$ cat config.mk
export PLATFORM = sky130hd
export DESIGN_NAME = mem_port_arbiter
export DESIGN_NICKNAME = d
export VERILOG_FILES = /design/src/rtl/mem_port_arbiter.sv
export SDC_FILE = /design/constraint.sdc
export NUM_CORES = 1
export LEC_CHECK = 0
export CORE_MARGIN = 4
export CORE_UTILIZATION = 45
export DETAILED_ROUTE_END_ITERATION = 6
export PLACE_DENSITY_LB_ADDON = 0.15
export SYNTH_ARGS = -nofsm -noshare
export SYNTH_HDL_FRONTEND = slang
export SYNTH_SLANG_ARGS = --single-unit
$ cat constraint.sdc
create_clock -name clk -period 12.2 [get_ports clk]
set_clock_uncertainty 0.2 [all_clocks]
set_input_delay 1.83 -clock clk [delete_from_list [all_inputs] [get_ports clk]]
set_output_delay 1.83 -clock clk [all_outputs]
set_load 0.01 [all_outputs]
$ cat src/rtl/mem_port_arbiter.sv
// ---------------------------------------------------------------------------
// mem_port_arbiter
//   Shares one fixed-latency, single-ported memory between the instruction
//   fetch path (IF) and the load/store path (LS). Only one access is in flight
//   at a time. Simultaneous requests are arbitrated round-robin.
//
// Ports
//   clk, rst           rising-edge clock, asynchronous active-high reset
//   if_req/if_addr     fetch request (level) and address
//   if_gnt/if_rvalid   one-cycle pulses: fetch accepted / fetch data valid
//   if_rdata           fetched instruction
//   ls_req/ls_we/ls_be load/store request (level), store flag, byte enables
//   ls_addr/ls_wdata   data address and store data
//   ls_gnt/ls_rvalid   one-cycle pulses: LS accepted / load data or store ack
//   ls_rdata           load data (0 for stores)
//   mem_en/mem_we      one-cycle access strobe, write strobe
//   mem_be/mem_addr    byte enables and address to memory
//   mem_wdata          write data to memory
//   mem_rdata          read data, valid MEM_LAT cycles after the mem_en cycle
//   busy               high whenever the arbiter is not idle
// ---------------------------------------------------------------------------
module mem_port_arbiter #(
   parameter int unsigned ADDR_W  = 32,
   parameter int unsigned DATA_W  = 32,
   parameter int unsigned MEM_LAT = 2
) (
   input  logic              clk,
   input  logic              rst,
   input  logic              if_req,
   input  logic [ADDR_W-1:0] if_addr,
   output logic              if_gnt,
   output logic              if_rvalid,
   output logic [DATA_W-1:0] if_rdata,
   input  logic              ls_req,
   input  logic              ls_we,
   input  logic [3:0]        ls_be,
   input  logic [ADDR_W-1:0] ls_addr,
   input  logic [DATA_W-1:0] ls_wdata,
   output logic              ls_gnt,
   output logic              ls_rvalid,
   output logic [DATA_W-1:0] ls_rdata,
   output logic              mem_en,
   output logic              mem_we,
   output logic [3:0]        mem_be,
   output logic [ADDR_W-1:0] mem_addr,
   output logic [DATA_W-1:0] mem_wdata,
   input  logic [DATA_W-1:0] mem_rdata,
   output logic              busy
);

   typedef enum logic [1:0] {S_IDLE, S_WAIT, S_RESP} state_t;
   typedef enum logic       {OWN_IF, OWN_LS}          owner_t;

   localparam logic [3:0] LP_LAT = 4'(MEM_LAT);

   state_t              r_state,      w_state;
   owner_t              r_owner,      w_owner;
   owner_t              r_last_owner, w_last_owner;
   logic [3:0]          r_cnt,        w_cnt;
   logic                r_if_gnt,     w_if_gnt;
   logic                r_ls_gnt,     w_ls_gnt;
   logic                r_if_rvalid,  w_if_rvalid;
   logic                r_ls_rvalid,  w_ls_rvalid;
   logic [DATA_W-1:0]   r_if_rdata,   w_if_rdata;
   logic [DATA_W-1:0]   r_ls_rdata,   w_ls_rdata;
   logic                r_mem_en,     w_mem_en;
   logic                r_mem_we,     w_mem_we;
   logic [3:0]          r_mem_be,     w_mem_be;
   logic [ADDR_W-1:0]   r_mem_addr,   w_mem_addr;
   logic [DATA_W-1:0]   r_mem_wdata,  w_mem_wdata;
   logic                r_busy,       w_busy;
   logic                w_win_ls;

   always_comb begin
      w_state      = r_state;
      w_owner      = r_owner;
      w_last_owner = r_last_owner;
      w_cnt        = r_cnt;
      w_if_gnt     = 1'b0;
      w_ls_gnt     = 1'b0;
      w_if_rvalid  = 1'b0;
      w_ls_rvalid  = 1'b0;
      w_if_rdata   = r_if_rdata;
      w_ls_rdata   = r_ls_rdata;
      w_mem_en     = 1'b0;
      w_mem_we     = r_mem_we;
      w_mem_be     = r_mem_be;
      w_mem_addr   = r_mem_addr;
      w_mem_wdata  = r_mem_wdata;
      w_win_ls     = 1'b0;

      unique case (r_state)
         S_IDLE: begin
            if (if_req || ls_req) begin
               // On a tie the requester that did not own the last access wins.
               w_win_ls     = ls_req && (!if_req || (r_last_owner == OWN_IF));
               w_owner      = w_win_ls ? OWN_LS : OWN_IF;
               w_last_owner = w_owner;
               w_mem_en     = 1'b1;
               w_cnt        = LP_LAT;
               w_state      = S_WAIT;
               if (w_win_ls) begin
                  w_ls_gnt    = 1'b1;
                  w_mem_we    = ls_we;
                  w_mem_be    = ls_be;
                  w_mem_addr  = ls_addr;
                  w_mem_wdata = ls_wdata;
               end else begin
                  w_if_gnt    = 1'b1;
                  w_mem_we    = 1'b0;
                  w_mem_be    = 4'hF;
                  w_mem_addr  = if_addr;
                  w_mem_wdata = '0;
               end
            end
         end
         S_WAIT: begin
            // The counter holds during the strobe cycle so that read data is
            // taken exactly MEM_LAT cycles after mem_en.
            if (!r_mem_en) begin
               w_cnt = r_cnt - 4'd1;
               if (r_cnt == 4'd1) begin
                  w_state = S_RESP;
                  if (r_owner == OWN_LS) begin
                     w_ls_rvalid = 1'b1;
                     w_ls_rdata  = r_mem_we ? '0 : mem_rdata;
                  end else begin
                     w_if_rvalid = 1'b1;
                     w_if_rdata  = mem_rdata;
                  end
               end
            end
         end
         S_RESP:  w_state = S_IDLE;
         default: w_state = S_IDLE;
      endcase

      w_busy = (w_state != S_IDLE);
   end

   always_ff @(posedge clk or posedge rst) begin
      if (rst) begin
         r_state      <= S_IDLE;
         r_owner      <= OWN_IF;
         r_last_owner <= OWN_LS;
         r_cnt        <= '0;
         r_if_gnt     <= 1'b0;
         r_ls_gnt     <= 1'b0;
         r_if_rvalid  <= 1'b0;
         r_ls_rvalid  <= 1'b0;
         r_if_rdata   <= '0;
         r_ls_rdata   <= '0;
         r_mem_en     <= 1'b0;
         r_mem_we     <= 1'b0;
         r_mem_be     <= '0;
         r_mem_addr   <= '0;
         r_mem_wdata  <= '0;
         r_busy       <= 1'b0;
      end else begin
         r_state      <= w_state;
         r_owner      <= w_owner;
         r_last_owner <= w_last_owner;
         r_cnt        <= w_cnt;
         r_if_gnt     <= w_if_gnt;
         r_ls_gnt     <= w_ls_gnt;
         r_if_rvalid  <= w_if_rvalid;
         r_ls_rvalid  <= w_ls_rvalid;
         r_if_rdata   <= w_if_rdata;
         r_ls_rdata   <= w_ls_rdata;
         r_mem_en     <= w_mem_en;
         r_mem_we     <= w_mem_we;
         r_mem_be     <= w_mem_be;
         r_mem_addr   <= w_mem_addr;
         r_mem_wdata  <= w_mem_wdata;
         r_busy       <= w_busy;
      end
   end

   assign if_gnt    = r_if_gnt;
   assign ls_gnt    = r_ls_gnt;
   assign if_rvalid = r_if_rvalid;
   assign ls_rvalid = r_ls_rvalid;
   assign if_rdata  = r_if_rdata;
   assign ls_rdata  = r_ls_rdata;
   assign mem_en    = r_mem_en;
   assign mem_we    = r_mem_we;
   assign mem_be    = r_mem_be;
   assign mem_addr  = r_mem_addr;
   assign mem_wdata = r_mem_wdata;
   assign busy      = r_busy;

endmodule
==> results.yml, run 1 <==
global_routing:
  grt_overflow: 0
  track_usage_pct: 22.7
  antenna_found_initial: 0
  grt_max_degree: 80
  grt_pass1_vias: 4984
  grt_pass1_wl_um: 26300
critical_path:
  reg2reg_from: "r_cnt[1]"
  criticalPathCategory: "reg2out"
  end_kind: "output port"
  cp_data_required_time_ns: 10.17
  reg2reg_depth: 5
  crit_fanout: 34
  rrSetupSlack_ns: 9.71
  setup.worst_path.start_class: "flip-flop"
  cp.arrival_ns: 1.71
  timing.rr.end: "if_rdata[10]"
routing:
  drt_wl_total_um: 17200
  ant_nets: 0
  met3_length_um: 1410
  post_drt_wl_per_cell_um: 19.8
  via_per_inst: 5.21
  post-route-drc-count: 0
  met1Wirelength_um: 6650
  drt-initial-drc-count: 269
  firstDrtPassIters: 4
  top_layer: "met4"
  num_vias: 4516
  wl_met2_um: 8760
floorplan:
  core-area_mm2: 0.0128
  rows: 41
  chipWidth_um: 123
  num_io_pins: 276
  dieArea_mm2: 0.0152
  initial_core_util_pct: 46.8
  die_y_um: 123
power:
  leakagePower_nw: 4.28
  comb_power_share_pct: 43.0
  powerDensity_mw_per_mm2: 260
  p_seq_share_pct: 34.6
  power.internal_mw: 1.72
  swShare_pct: 30.2
  p_switching_uw: 746
  max-vdd-ir-drop_mv: 0.118
  clock_power_share_pct: 22.3
timing:
  finalCritPeriodShare_pct: 30.7
  finalSetupViolations: 0
  tightest_slew_ns: 1.20
  hold_ws_ns: 0.300
  fmax_mhz: 267
  fin_setup_tns_ns: 0
  period_needed_ns: 3.74
  drv_slew: 0
  slew_headroom_pct: 19.7
  finalHoldViolations: 0
  rsz0062_at_grt: "false"
place:
  gp_congestion: 0.800
  detailed_place_hpwl_um: 12200
  port_buffers: 275
run:
  cap_violations: 0
clocking:
  cts_tree: "yes"
  root_buffer: "clkbuf_16"
  clockBufferDepth: 2
  cts_max_level: 4
  insertion_delay_ns: 0.41
  cts_hold_buf: 0
  cts_resized: 0
  cts_sinks: 147
  cts_setup_buffers: 0
  numCtsBuffers: 17
  clk_pin_slew_worst_paths_ns: 0.06
synthesis:
  ys.flop_type: "dfrtp_1"
  ys_async_sr_fraction_pct: 100
  netlist_top_cells_area: "dfrtp_1 61%, mux2_4 7.3%, mux2_2 6.4%, a221o_1 5.3%, a22o_1 4.8%"
  avgSynthCellArea_um2: 14.5
  ys_seq_area_share_pct: 61.4
  synthCells: 413
  synth_area_mm2: 0.00600
  ys_ff_latch: 147
  synth.largest_area_cell: "dfrtp_1"
  yosysWarnings: 0
  synth-edff-count: 0
  synth_top_area_share_pct: 60.9
  synth.distinct_cells: 33
  synth_nets: 552
final_layout:
  nNetsFinal: 822
  multiInputGateArea_mm2: 0.00214
  drive_gt1_share_pct: 15.4
  area_growth_pct: 58.3
  final.fill_count: 861
  ff_latch_area_mm2: 0.00368
  n_antenna_cell: 0
outcome:
  outcome: "finished, final reports clean"
hold_path:
  hold_start: "ls_rdata[17]"
  holdPathEnd: "ls_rdata[17]"
  hold_path_class: "reg2reg"
  whs_path_depth: 1
metal layers:
metal | GRT usage (%) | up-vias
li1 | - | 2062
met1 | 26.5 | 2224
met2 | 37.9 | 202
met3 | 8.55 | 28
met4 | 9.00 | 0
met5 | 0 | -
critical path, stage by stage (launching register included):
cell and delay (ns):
dfrtp_1 0.32, buf_4 0.36, clkdlybuf4s50_1 0.62
cells in the final DEF, fill, tap and decap left out, types with 2 or more instances in the layout:
cell | synthesis | layout
a21o_1 | 2 | 2
a21oi_1 | 2 | 2
a221o_1 | 32 | 32
a22o_1 | 33 | 33
and3_1 | 34 | 34
buf_4 | 0 | 5
bufinv_16 | 0 | 4
clkbuf_16 | 0 | 17
clkbuf_8 | 0 | 4
clkdlybuf4s50_1 | 0 | 275
clkinv_2 | 0 | 3
dfrtp_1 | 146 | 146
ha_1 | 2 | 2
inv_1 | 6 | 5
mux2_2 | 34 | 34
mux2_4 | 29 | 29
nand2_1 | 2 | 2
nand2b_1 | 2 | 2
nor2_1 | 3 | 3
nor2b_1 | 33 | 33
o21ai_0 | 4 | 4
o22a_1 | 4 | 4
or3_1 | 3 | 3
flip-flops by register name, summed over array words and instances (netlist names):
register and cells:
mem_en 1, r_state 2, mem_be 4, ls_rdata 32
r_cnt 4, mem_addr 32, busy 1, mem_we 1
r_last_owner 1, if_gnt 1, ls_rvalid 1, if_rdata 32
if_rvalid 1, mem_wdata 32, ls_gnt 1, r_owner 1
Yosys cell counts (2+ instances only):
library cell,number
or3_1,3
o21ai_0,4
mux2_2,34
nand2_1,2
o22a_1,4
a221o_1,32
inv_1,6
buf_2,7
mux2_4,29
buf_6,6
ha_1,2
clkbuf_1,16
and3_1,34
nor2_1,3
nand2b_1,2
a21oi_1,2
nor2b_1,33
a22o_1,33
dfrtp_1,146
a21o_1,2
power by group through the flow:
stage | clock [mW] | combinational [mW] | sequential, mW
2_1_floorplan | 0 | 0.406 | 0.932
3_3_place_gp | 0 | 1.05 | 0.846
3_5_place_dp | 0 | 1.07 | 0.853
4_1_cts | 0.560 | 1.08 | 0.855
5_1_grt | 0.584 | 1.13 | 0.879
6_report | 0.551 | 1.06 | 0.855
worst max-delay path by stage:
stage | slack (ns) | end | start
final | 8.46 | mem_we | mem_we
after global routing | 8.37 | mem_wdata[12] | ls_req
after CTS | 8.44 | mem_we | mem_we
after detailed placement | 8.16 | mem_wdata[25] | rst
after global placement | 8.24 | mem_wdata[25] | rst
after floorplan | 6.22 | busy | rst
through the flow:
step | total power, mW | worst slack (ns) | area (um2) | cells | utilization [%]
3_3_place_gp | 1.89 | 8.24 | 8850 | 836 | 69.0
3_5_place_dp | 1.93 | 8.16 | 8850 | 836 | 69.0
4_1_cts | 2.49 | 8.44 | 9490 | 867 | 74.0
5_1_grt | 2.60 | 8.37 | 9490 | 867 | 74.0
2_1_floorplan | 1.34 | 6.22 | 6000 | 413 | -
6_report | 2.47 | 8.46 | 9490 | 867 | 74.0
layout make-up:
class	instances	share of cell area, %
repair buffers	280	29.4
multi-input cells	230	22.5
well taps	172	2.27
clock buffers	22	5.10
clock inverters	9	1.60
inverters	7	0.330
flip-flops and latches	147	38.8
cells by family after synthesis:
family	after synthesis	synth area share, %
DFF	147	61.4
and+or+nand+nor	83	9.20
AOI/OAI and AO/OA	80	11.9
muxes	65	14.0
buffers and inverters	36	3.15
adders and majority gates	2	0.417
Note: power is estimated with default switching activity, not from simulation.
==> run 2: changes to the inputs <==
--- a/config.mk
+++ b/config.mk
@@ -6,7 +6,7 @@
 export NUM_CORES = 1
 export LEC_CHECK = 0
 export CORE_MARGIN = 4
-export CORE_UTILIZATION = 45
+export CORE_UTILIZATION = 38
 export DETAILED_ROUTE_END_ITERATION = 6
 export PLACE_DENSITY_LB_ADDON = 0.15
 export SYNTH_ARGS = -nofsm -noshare
==> constraint.sdc (replaced) <==
create_clock -name clk -period 3.4 [get_ports clk]
set_clock_uncertainty 0.2 [all_clocks]
set_input_delay 0.51 -clock clk [delete_from_list [all_inputs] [get_ports clk]]
set_output_delay 0.51 -clock clk [all_outputs]
set_load 0.01 [all_outputs]
==> run 2 against run 1 <==
Compared with the run above: die area up 17%; combinational power rose to 3.6 times the previous value; worst hold slack gained 0.0042 ns; sequential power grew to 3.5 times the previous value.
==> results.yml, run 2 (synthesized netlist as in run 1, its figures left out) <==
timing:
  fin_ws_ns: 0.872
  tightest_slew_ns: 1.21
  rsz0062_at_grt: "false"
  slew_headroom_pct: 19.1
  period_needed_ns: 2.53
  finalSetupViolations: 0
  fmax_mhz: 396
  finalHoldViolations: 0
  drv_slew: 0
  fin_setup_tns_ns: 0
  finalCritPeriodShare_pct: 74.3
clocking:
  clk_pin_slew_worst_paths_ns: 0.06
  cts_resized: 0
  numCtsBuffers: 17
  cts_tree: "yes"
  clockBufferDepth: 2
  cts_setup_buffers: 0
  cts_hold_buf: 0
  insertion_delay_ns: 0.41
  cts_max_level: 4
  cts_sinks: 147
  root_buffer: "clkbuf_16"
critical_path:
  cp_top_family: "simple AND/OR/NAND/NOR gates"
  criticalPathCategory: "reg2reg"
  setup.worst_path.start_class: "flip-flop"
  reg2reg_depth: 5
  rrSetupSlack_ns: 0.87
  end_kind: "flip-flop"
  worst-path-stages: 5
  endpoint: "if_rdata[14]"
  cp_data_required_time_ns: 3.50
  cp.arrival_ns: 2.62
  timing.rr.end: "if_rdata[14]"
  reg2reg_from: "r_cnt[1]"
  max_stage_delay_ns: 0.63
  crit_path_top_delay_cell: "nand3b_4"
  path_cells: "inv_1 -> ha_1 -> nor4b_4 -> nand3b_4 -> mux2_4"
  crit_buf_inv: 1
  startpoint: "r_cnt[1]"
  crit_fanout: 33
outcome:
  outcome: "finished, final reports clean"
floorplan:
  chipWidth_um: 134
  rows: 45
  num_io_pins: 276
  initial_core_util_pct: 39.2
  core-area_mm2: 0.0153
  dieArea_mm2: 0.0179
  die_y_um: 134
routing:
  num_vias: 4475
  ant_nets: 0
  post_drt_wl_per_cell_um: 18.9
  via_per_inst: 4.93
  drt-initial-drc-count: 237
  post-route-drc-count: 0
  drt_wl_total_um: 17200
  firstDrtPassIters: 4
global_routing:
  grt_pass1_vias: 4976
  track_usage_pct: 19.3
  grt_max_degree: 109
  antenna_found_initial: 0
  grt_overflow: 0
  grt_pass1_wl_um: 26900
power:
  powerDensity_mw_per_mm2: 913
  max-vdd-ir-drop_mv: 0.394
  leakagePower_nw: 4.24
final_layout:
  final_cell_mix: "275 x clkdlybuf4s50_1, 146 x dfrtp_1, 34 x and3_1, 34 x mux2_2"
  final_common_cell: "clkdlybuf4s50_1"
  n_antenna_cell: 0
  drive_gt1_share_pct: 15.5
  finalInstanceArea_mm2: 0.00951
  nNetsFinal: 823
  area_growth_pct: 58.6
place:
  gp_congestion: 0.819
  port_buffers: 275
  place_area_mm2: 0.00894
  dp_slack_ns: 0.705
  detailed_place_hpwl_um: 12300
run:
  cap_violations: 0
hold_path:
  hold_path_class: "reg2reg"
==> run 2: where the power goes <==
part	leakage, nW	internal [mW]	total [mW]	switching [mW]
Combinational	2.18	2.34	3.85	1.51
Sequential	1.79	2.56	3.03	0.478
Clock	0.263	1.08	1.80	0.721
==> run 2: area by class of cell <==
class                           instances  area (um2)
Fill cell                            1184        5810
Inverter                                7        30.0
Multi-Input combinational cell        230        2140
Clock inverter                         12         134
Timing Repair Buffer                  281        2820
Tap cell                              211         264
Sequential cell                       147        3680
Clock buffer                           20         437
==> run 2: worst min-delay path by stage <==
stage	end	start	depth (start not counted)	slack [ns]
after floorplan	r_cnt[0]	r_cnt[0]	1	0.29
after global placement	ls_rdata[14]	ls_rdata[14]	1	0.27
after detailed placement	if_rdata[18]	if_rdata[18]	1	0.29
after CTS	ls_rdata[1]	ls_rdata[1]	1	0.31
after global routing	ls_rdata[30]	ls_rdata[30]	1	0.32
final	mem_wdata[25]	mem_wdata[25]	1	0.30
==> run 2: per-layer routing <==
layer | GRT usage (%) | share of wire, % | vias up
met4 | 7.43 | 2.2 | 0
met2 | 30.9 | 48 | 198
met1 | 23.5 | 42 | 2191
met3 | 7.63 | 8.3 | 27
li1 | - | - | 2059
met5 | 0 | 0 | -
==> run 2: metrics by stage <==
step	total power, mW	std cells	util (%)	hold WS, ns
final	8.68	908	62.1	0.304
after global routing	9.14	908	62.1	0.319
after CTS	8.78	908	62.1	0.306
after detailed placement	6.94	876	58.4	0.291
after global placement	6.85	876	58.4	0.273
after floorplan	4.80	413	-	0.292
==> run 3: changes to the inputs <==
==> constraint.sdc (replaced) <==
create_clock -name clk -period 2.06 [get_ports clk]
set_clock_uncertainty 0.2 [all_clocks]
set_input_delay 0.309 -clock clk [delete_from_list [all_inputs] [get_ports clk]]
set_output_delay 0.309 -clock clk [all_outputs]
set_load 0.01 [all_outputs]
==> run 3 against run 2 <==
Compared with the run above: clock power rose by 61%; design area increased by 1.7%; power grew 66%; count of clock-buffer cells in the layout increased by 1; highest routed layer unchanged.
==> results.yml, run 3 (synthesized netlist as in run 1, its figures left out) <==
global_routing:
  grt_overflow: 0
  grt_max_degree: 54
  antenna_found_initial: 0
  track_usage_pct: 19.0
  grt_pass1_wl_um: 26700
  grt_pass1_vias: 4961
final_layout:
  area_growth_pct: 61.2
  final.fill_count: 1211
  final_cell_mix: "275 x clkdlybuf4s50_1, 146 x dfrtp_1, 34 x and3_1, 34 x mux2_2"
  nNetsFinal: 836
  stdcell_count: 916
  drive_gt1_share_pct: 16.6
  n_antenna_cell: 0
  final_core_util_pct: 63.1
  final_common_cell: "clkdlybuf4s50_1"
routing:
  via_per_inst: 4.98
  drt_wl_total_um: 16900
  drt-initial-drc-count: 153
  post-route-drc-count: 0
  firstDrtPassIters: 4
  num_vias: 4562
  ant_nets: 0
  post_drt_wl_per_cell_um: 18.4
power:
  leakagePower_nw: 4.34
  max-vdd-ir-drop_mv: 0.639
  powerDensity_mw_per_mm2: 1490
floorplan:
  chipWidth_um: 134
  initial_core_util_pct: 39.2
  dieArea_mm2: 0.0179
  rows: 45
  core-area_mm2: 0.0153
  num_io_pins: 276
  die_y_um: 134
critical_path:
  criticalPathCategory: "reg2reg"
  end_kind: "flip-flop"
  cp.arrival_ns: 2.05
  setup.worst_path.start_class: "flip-flop"
  timing.rr.end: "if_rdata[3]"
  crit_fanout: 33
  path_cells: "inv_1 -> ha_1 -> nor4b_4 -> buf_4 -> nand3b_4 -> buf_12 -> mux2_4"
  reg2reg_depth: 7
  max_stage_delay_ns: 0.39
  cp_data_required_time_ns: 2.15
  rrSetupSlack_ns: 0.10
  reg2reg_from: "r_cnt[1]"
  crit_path_top_delay_cell: "dfrtp_1"
timing:
  rsz0062_at_grt: "false"
  tightest_slew_ns: 0.490
  finalSetupViolations: 0
  fmax_mhz: 511
  period_needed_ns: 1.96
  finalHoldViolations: 0
  drv_slew: 0
  finalCritPeriodShare_pct: 95.0
  slew_headroom_pct: 67.2
clocking:
  cts_resized: 0
  cts_max_level: 4
  clk_pin_slew_worst_paths_ns: 0.06
  cts_sinks: 147
  root_buffer: "clkbuf_16"
  clockBufferDepth: 2
  insertion_delay_ns: 0.40
  cts_tree: "yes"
  numCtsBuffers: 17
hold_path:
  hold_path_class: "in2async"
place:
  detailed_place_hpwl_um: 12300
  place_inst: 888
  gp_congestion: 0.749
  port_buffers: 275
run:
  cap_violations: 0
outcome:
  outcome: "finished, final reports clean"
run 3: changes by cell type in the layout (fill, tap and decap cells not counted):
| cell | before | now |
|---|---|---|
| buf_12 | 2 | 9 |
| buf_4 | 4 | 10 |
| clkinvlp_4 | 6 | 1 |
| clkbuf_8 | 0 | 2 |
| clkbuf_1 | 3 | 2 |
| clkinv_2 | 2 | 3 |
| clkinv_4 | 2 | 1 |
| inv_6 | 1 | 0 |
run 3: what timing repair did:
| action | CTS | global route |
|---|---|---|
| buffers inserted | 0 | 1 |
| setup endpoints to repair | 0 | 26 |
| hold buffers | 0 | 0 |
run 3: worst max path at each step:
stage	from	end	slack [ns]	cells past startpoint
6_report	r_cnt[1]	if_rdata[3]	0.10	7
5_1_grt	r_cnt[1]	if_rdata[3]	0.02	7
4_1_cts	r_cnt[1]	if_rdata[3]	0.06	6
3_5_place_dp	if_req	mem_addr[11]	0.03	5
3_3_place_gp	if_req	mem_addr[3]	0.09	5
2_1_floorplan	rst	busy	-0.30	1
run 3: area by class of cell:
cell class	count	area (um2)	share of cell area, %
clock buffers	21	460	4.76
well taps	211	264	2.73
repair buffers	294	3010	31.1
inverters	7	30.0	0.311
multi-input cells	230	2140	22.1
flip-flops and latches	147	3680	38.1
clock inverters	6	83.8	0.867
run 3: metrics by stage:
stage          cell area, um2  hold WS, ns  TNS, ns  power (mW)  worst slack, ns
2_1_floorplan            6000        0.235   -43.10        7.92           -0.295
3_3_place_gp             9110        0.274        0        11.4           0.0912
5_1_grt                  9670        0.245        0        15.2           0.0237
6_report                 9670        0.207        0        14.4            0.102
3_5_place_dp             9110        0.290        0        11.6           0.0310
4_1_cts                  9660        0.219        0        14.6           0.0557
run 3: layer usage:
| layer | up-vias | part of all wire, % | track usage, % | wire length (um) |
|---|---|---|---|---|
| met1 | 2266 | 41 | 22.7 | 6910 |
| li1 | 2088 | - | - | - |
| met5 | - | 0 | 0 | 0 |
| met4 | 0 | 1.8 | 5.66 | 308 |
| met2 | 188 | 48 | 31.5 | 8160 |
| met3 | 20 | 8.9 | 8.12 | 1510 |
run 3: critical path: cells and delay by family, from the launching register on:
| kind | cells | cell delay [ns] |
|---|---|---|
| flops | 1 | 0.39 |
| simple gates | 2 | 0.29 |
| mux | 1 | 0.33 |
| buf+inv | 3 | 0.49 |
| fa+ha+maj | 1 | 0.14 |
run 3: power by group:
group | leakage (nW) | total [mW] | internal, mW | switching [mW]
registers | 1.79 | 5.01 | 4.22 | 0.783
clock network | 0.270 | 2.90 | 1.81 | 1.09
logic | 2.28 | 6.47 | 3.99 | 2.48
==> patch 1 (config.mk and constraints of run 3) <==
Change the parameter `ADDR_W` from 32 to 64.
--- a/src/rtl/mem_port_arbiter.sv
+++ b/src/rtl/mem_port_arbiter.sv
@@ -21,5 +21,5 @@
 // ---------------------------------------------------------------------------
 module mem_port_arbiter #(
-   parameter int unsigned ADDR_W  = 32,
+   parameter int unsigned ADDR_W  = 64,
    parameter int unsigned DATA_W  = 32,
    parameter int unsigned MEM_LAT = 2
Ports: changed (resized if_addr, ls_addr and mem_addr); port bits go from 276 to 372. The function was not compared with the original's and may differ.
==> patch 1 against run 3 <==
  * The flow now finishes with violations (negative setup slack)
  * Critical endpoint is now if_rdata[7]
  * Highest routed layer unchanged
  * Largest cell class unchanged
  * Die area is 19% higher
  * Combinational power rose by 32%
  * Via count rose by 32%
  * Design area increased by 30%
  * Sequential cell count up 32
  * Clock power grew 17%
  * Worst setup slack worse by 0.32 ns
  * First-iteration DRC count is 75% higher
  * Wire length increased by 45%
  * Total power grew 26%
  * Area after synthesis rose by 21%
==> patch 1: results (changes against run 3) <==
\begin{tabular}{lr}
\hline
Metric & Value \\
\hline
\multicolumn{2}{l}{\textbf{Synthesis}} \\
\quad Share of the synthesized netlist area taken by xor and xnor gates & 0.121\% (+0.12 points) \\
\quad Area share of fa/ha/maj cells after synthesis & 0.346\% (-0.072 points) \\
\quad Leading cell types by total area after synthesis & sky130\_fd\_sc\_hd\_\_dfrtp\_1 (62\%), sky130\_fd\_sc\_hd\_\_mux2\_2 (9.8\%), sky130\_fd\_sc\_hd\_\_a221o\_1 (8.9\%) \\
\multicolumn{2}{l}{\textbf{Power}} \\
\quad Power in combinational cells & 0.00856 W (+32\%) \\
\quad IR Drop Worst-Case VDD & 648 µV (+1.4\%) \\
\multicolumn{2}{l}{\textbf{Critical path}} \\
\quad Crit-path leading delay family & simple AND/OR/NAND/NOR gates \\
\quad Max stage delay on crit path & 0.51 ns (+0.12 ns) \\
\quad Endpoint arrival time on the critical path & 2.38 ns (+0.33 ns) \\
\quad Maximum fanout along the worst path & 6 (-82\%) \\
\multicolumn{2}{l}{\textbf{Finish}} \\
\quad Fraction of area in non-clock buffers & 34.5\% (+3.4 points) \\
\quad Multi-input combinational cell count & 292 (+27\%) \\
\quad Number of filler instances in the final layout & 1330 (+9.8\%) \\
\quad Fraction of area in clock buffers and inverters & 4.88\% (-0.75 points) \\
\quad Count of plain and timing-repair buffers in the layout & 416 (+41\%) \\
\quad Share of post-route cells with drive strength above 1 & 16.3\% (-0.27 points) \\
\multicolumn{2}{l}{\textbf{Place}} \\
\quad Hpwl dp & 18000 µm (+46\%) \\
\quad Number of buffers added on ports & 371 (+35\%) \\
\multicolumn{2}{l}{\textbf{Run status}} \\
\quad Violations in the final reports & negative setup slack \\
\quad Result of the run & finished with violations \\
\multicolumn{2}{l}{\textbf{Clock network}} \\
\quad Post-CTS setup repair buffer count & 6 (+6) \\
\quad Number of buffers inserted by hold repair at cts & 1 (+1) \\
\multicolumn{2}{l}{\textbf{Global route}} \\
\quad Total Routing Usage GR & 22.4\% (+3.4 points) \\
\multicolumn{2}{l}{\textbf{Route}} \\
\quad Vias/cell & 5.21 (+4.6\%) \\
\quad Count of routing violations after the opening detailed-route iteration & 267 (+75\%) \\
\multicolumn{2}{l}{\textbf{STA}} \\
\quad Slew headroom & 69.6\% (+2.4 points) \\
\quad Number of setup violations in the final report & 64 (+64) \\
\quad Final WS setup & -0.218 ns (-0.320 ns) \\
\hline
\end{tabular}
==> patch 1: changes by cell type in the layout (fill, tap and decap cells not counted), sizes merged, moves of 2 or more <==
cell / change
clkdlybuf4s50: +96
a221o: +32
dfrtp: +32
and3: +31
buf: +23
inv: +4
nor3: +3
or3: -3
a21oi: -2
clkinvlp: +2
nor2: +2
==> patch 1: metal layers <==
metal / global-route usage [%] / share of wire (%) / up-vias
met3: 7.05 / 7.2 / 36
met5: 0 / 0 / -
met1: 26.1 / 38 / 2968
li1: - / - / 2750
met4: 9.08 / 3.0 / 0
met2: 38.6 / 52 / 285
==> patch 1: final timing paths <==
check                                to  depth (start not counted)
hold / removal                mem_be[2]                          2
min in group asynchronous  mem_addr[62]                          3
setup / recovery            if_rdata[7]                          7
hold reg to reg               mem_be[3]                          1
setup reg to reg            if_rdata[7]                          7
max in group asynchronous  r_last_owner                          4
==> patch 2 (config.mk and constraints of run 3) <==
Made on the original files. Reset style: synchronous (`rst`), changed in one clocked block. Comments in the files are not updated.
--- a/src/rtl/mem_port_arbiter.sv
+++ b/src/rtl/mem_port_arbiter.sv
@@ -139,5 +139,5 @@
    end
 
-   always_ff @(posedge clk or posedge rst) begin
+   always_ff @(posedge clk) begin
       if (rst) begin
          r_state      <= S_IDLE;
Formal check against the unedited RTL: differs if rst is asserted again (counterexample within 4 cycles, from zero or initial values and one cycle with rst high); with rst held inactive, the same outputs for 4 cycles.
==> patch 2 against run 3 <==
  * Global-route usage rose by 1.7 points
  * Area after synthesis down 7.0%
  * Sequential cell count unchanged
  * The run now ends with negative setup slack left
  * Worst setup slack lost 0.13 ns
  * Wire length is 9.1% higher
  * Critical endpoint is now if_rdata[24]
  * Final cell count increased by 11%
  * Design area decreased by 2.5%
  * Worst hold slack gained 0.048 ns
  * Via count increased by 15%
Power is not compared: it rests on default switching activity, and its combinational part moved more than twofold at a synthesized area within 25%.
==> patch 2: results (changes against run 3) <==
\begin{tabular}{lr}
\hline
Metric & Value \\
\hline
\multicolumn{2}{l}{\textbf{Synthesis}} \\
\quad Share of synthesized flip-flops with an asynchronous set or reset & 0\% (-100 points) \\
\quad Share of the synthesized area in compound gates (AO/OA/AOI/OAI) & 18.6\% (+6.7 points) \\
\quad Multiplexer share of the synthesized area & 11.5\% (-2.5 points) \\
\quad Syn Inst Count & 537 (+30\%) \\
\quad Number of distinct library cells after synthesis & 36 (+9.1\%) \\
\quad Share of the yosys chip area belonging to registers & 52.8\% (-8.6 points) \\
\quad Leading cell types by total area after synthesis & sky130\_fd\_sc\_hd\_\_dfxtp\_1 (53\%), sky130\_fd\_sc\_hd\_\_mux2i\_1 (11\%), sky130\_fd\_sc\_hd\_\_a22o\_1 (5.2\%) \\
\multicolumn{2}{l}{\textbf{STA}} \\
\quad Final total negative setup slack & -0.198 ns (-0.198 ns) \\
\quad Slew headroom & 61.2\% (-6.0 points) \\
\quad Number of setup violations in the final report & 13 (+13) \\
\quad Final WS setup & -0.0259 ns (-0.128 ns) \\
\multicolumn{2}{l}{\textbf{Finish}} \\
\quad Nets & 956 (+14\%) \\
\quad Number of filler instances in the final layout & 1146 (-5.4\%) \\
\quad Share of post-route cells with drive strength above 1 & 9.53\% (-7.1 points) \\
\multicolumn{2}{l}{\textbf{Place}} \\
\quad GPL Wtd Cong & 0.817 (+9.2\%) \\
\quad Hpwl dp & 13200 µm (+7.2\%) \\
\multicolumn{2}{l}{\textbf{Run status}} \\
\quad Result of the run & finished with violations \\
\quad Violations in the final reports & negative setup slack \\
\multicolumn{2}{l}{\textbf{Critical path}} \\
\quad Maximum fanout along the worst path & 6 (-82\%) \\
\quad Crit-path leading delay family & simple AND/OR/NAND/NOR gates \\
\quad Required time of the critical path & 2.20 ns (+0.05 ns) \\
\multicolumn{2}{l}{\textbf{Global route}} \\
\quad Total Routing Usage GR & 20.7\% (+1.7 points) \\
\quad Number of global-route vias before repair & 5355 (+7.9\%) \\
\quad First-pass GRT wire length & 27500 µm (+3.3\%) \\
\multicolumn{2}{l}{\textbf{Min path}} \\
\quad Path class of the lowest-slack min-delay path & flip-flop to flip-flop \\
\hline
\end{tabular}
==> patch 2: changes by cell type after synthesis, moves of 29 or more <==
cell                        delta
sky130_fd_sc_hd__a221o_1      -32
sky130_fd_sc_hd__o21ai_0      +31
sky130_fd_sc_hd__o2bb2ai_1    +32
sky130_fd_sc_hd__mux2i_1      +63
sky130_fd_sc_hd__dfxtp_1     +147
sky130_fd_sc_hd__nor2b_1      -33
sky130_fd_sc_hd__nand4b_1     +32
sky130_fd_sc_hd__nand2_1      +63
sky130_fd_sc_hd__a21oi_1      +32
sky130_fd_sc_hd__mux2_4       -29
sky130_fd_sc_hd__dfrtp_1     -146
sky130_fd_sc_hd__and3_1       -33
sky130_fd_sc_hd__mux2_2       -34
==> patch 2: path summary, 6_finish.rpt <==
| check | from | endpoint | slack [ns] | depth (start not counted) |
|---|---|---|---|---|
| worst min register to register | if_rdata[7] | if_rdata[7] | 0.26 | 2 |
| worst max register to register | r_cnt[1] | if_rdata[24] | -0.03 | 7 |
| worst max-delay path | r_cnt[1] | if_rdata[24] | -0.03 | 7 |
| worst min-delay path | if_rdata[7] | if_rdata[7] | 0.26 | 2 |
==> patch 2: metal layers <==
metal  routed length, µm  vias up  track usage (%)
li1                    -     2522                -
met1                7240     2501             23.7
met2                9450      205             36.3
met3                1370       23             6.80
met4                 350        0             6.98
met5                   0        -                0
==> patch 2: where the power goes <==
part / switching, W / internal [W]
clock network: 0.00116 / 0.00200
logic: 0.000603 / 0.000796
registers: 0.000115 / 0.00303
total: 0.00188 / 0.00582
==> patch 2: worst min-delay path: cells and delay by family (launching register included) <==
kind / cells / cell delay, ns
flops: 1 / 0.30
simple gates: 1 / 0.05
mux: 1 / 0.05
==> patch 2: per-stage QoR <==
stage	hold slack [ns]	worst slack, ns	total power, W	utilization (%)
floorplan	0.235	0.0147	0.00372	-
global placement	0.241	0.0255	0.00453	60.0
detailed placement	0.246	-0.0376	0.00456	60.0
CTS	0.256	0.00539	0.00772	64.2
global route	0.272	-0.0967	0.00798	65.1
finish	0.255	-0.0259	0.00770	65.1
==> patch 2: logic make-up (layout without fill, tap and decap cells) <==
logic type | Yosys count | in the layout
compound gates | 148 | 148
fa+ha+maj | 2 | 2
buf+inv | 56 | 348
flops | 147 | 147
mux | 64 | 64
simple gates | 120 | 120
==> patch 2: what timing repair did <==
| item | in CTS | in global routing |
|---|---|---|
| cloned | 0 | 4 |
| setup buffers | 0 | 4 |
| endpoints found under the setup margin | 5 | 37 |
| resized for setup | 1 | 12 |
| hold buffers | 0 | 0 |
==> patch 2: final cells by class <==
cell class | count | share of cell area [%]
repair buffers | 311 | 34.0
flip-flops and latches | 147 | 31.2
multi-input cells | 334 | 25.7
clock buffers | 23 | 5.07
well taps | 184 | 2.44
clock inverters | 8 | 1.34
inverters | 6 | 0.239
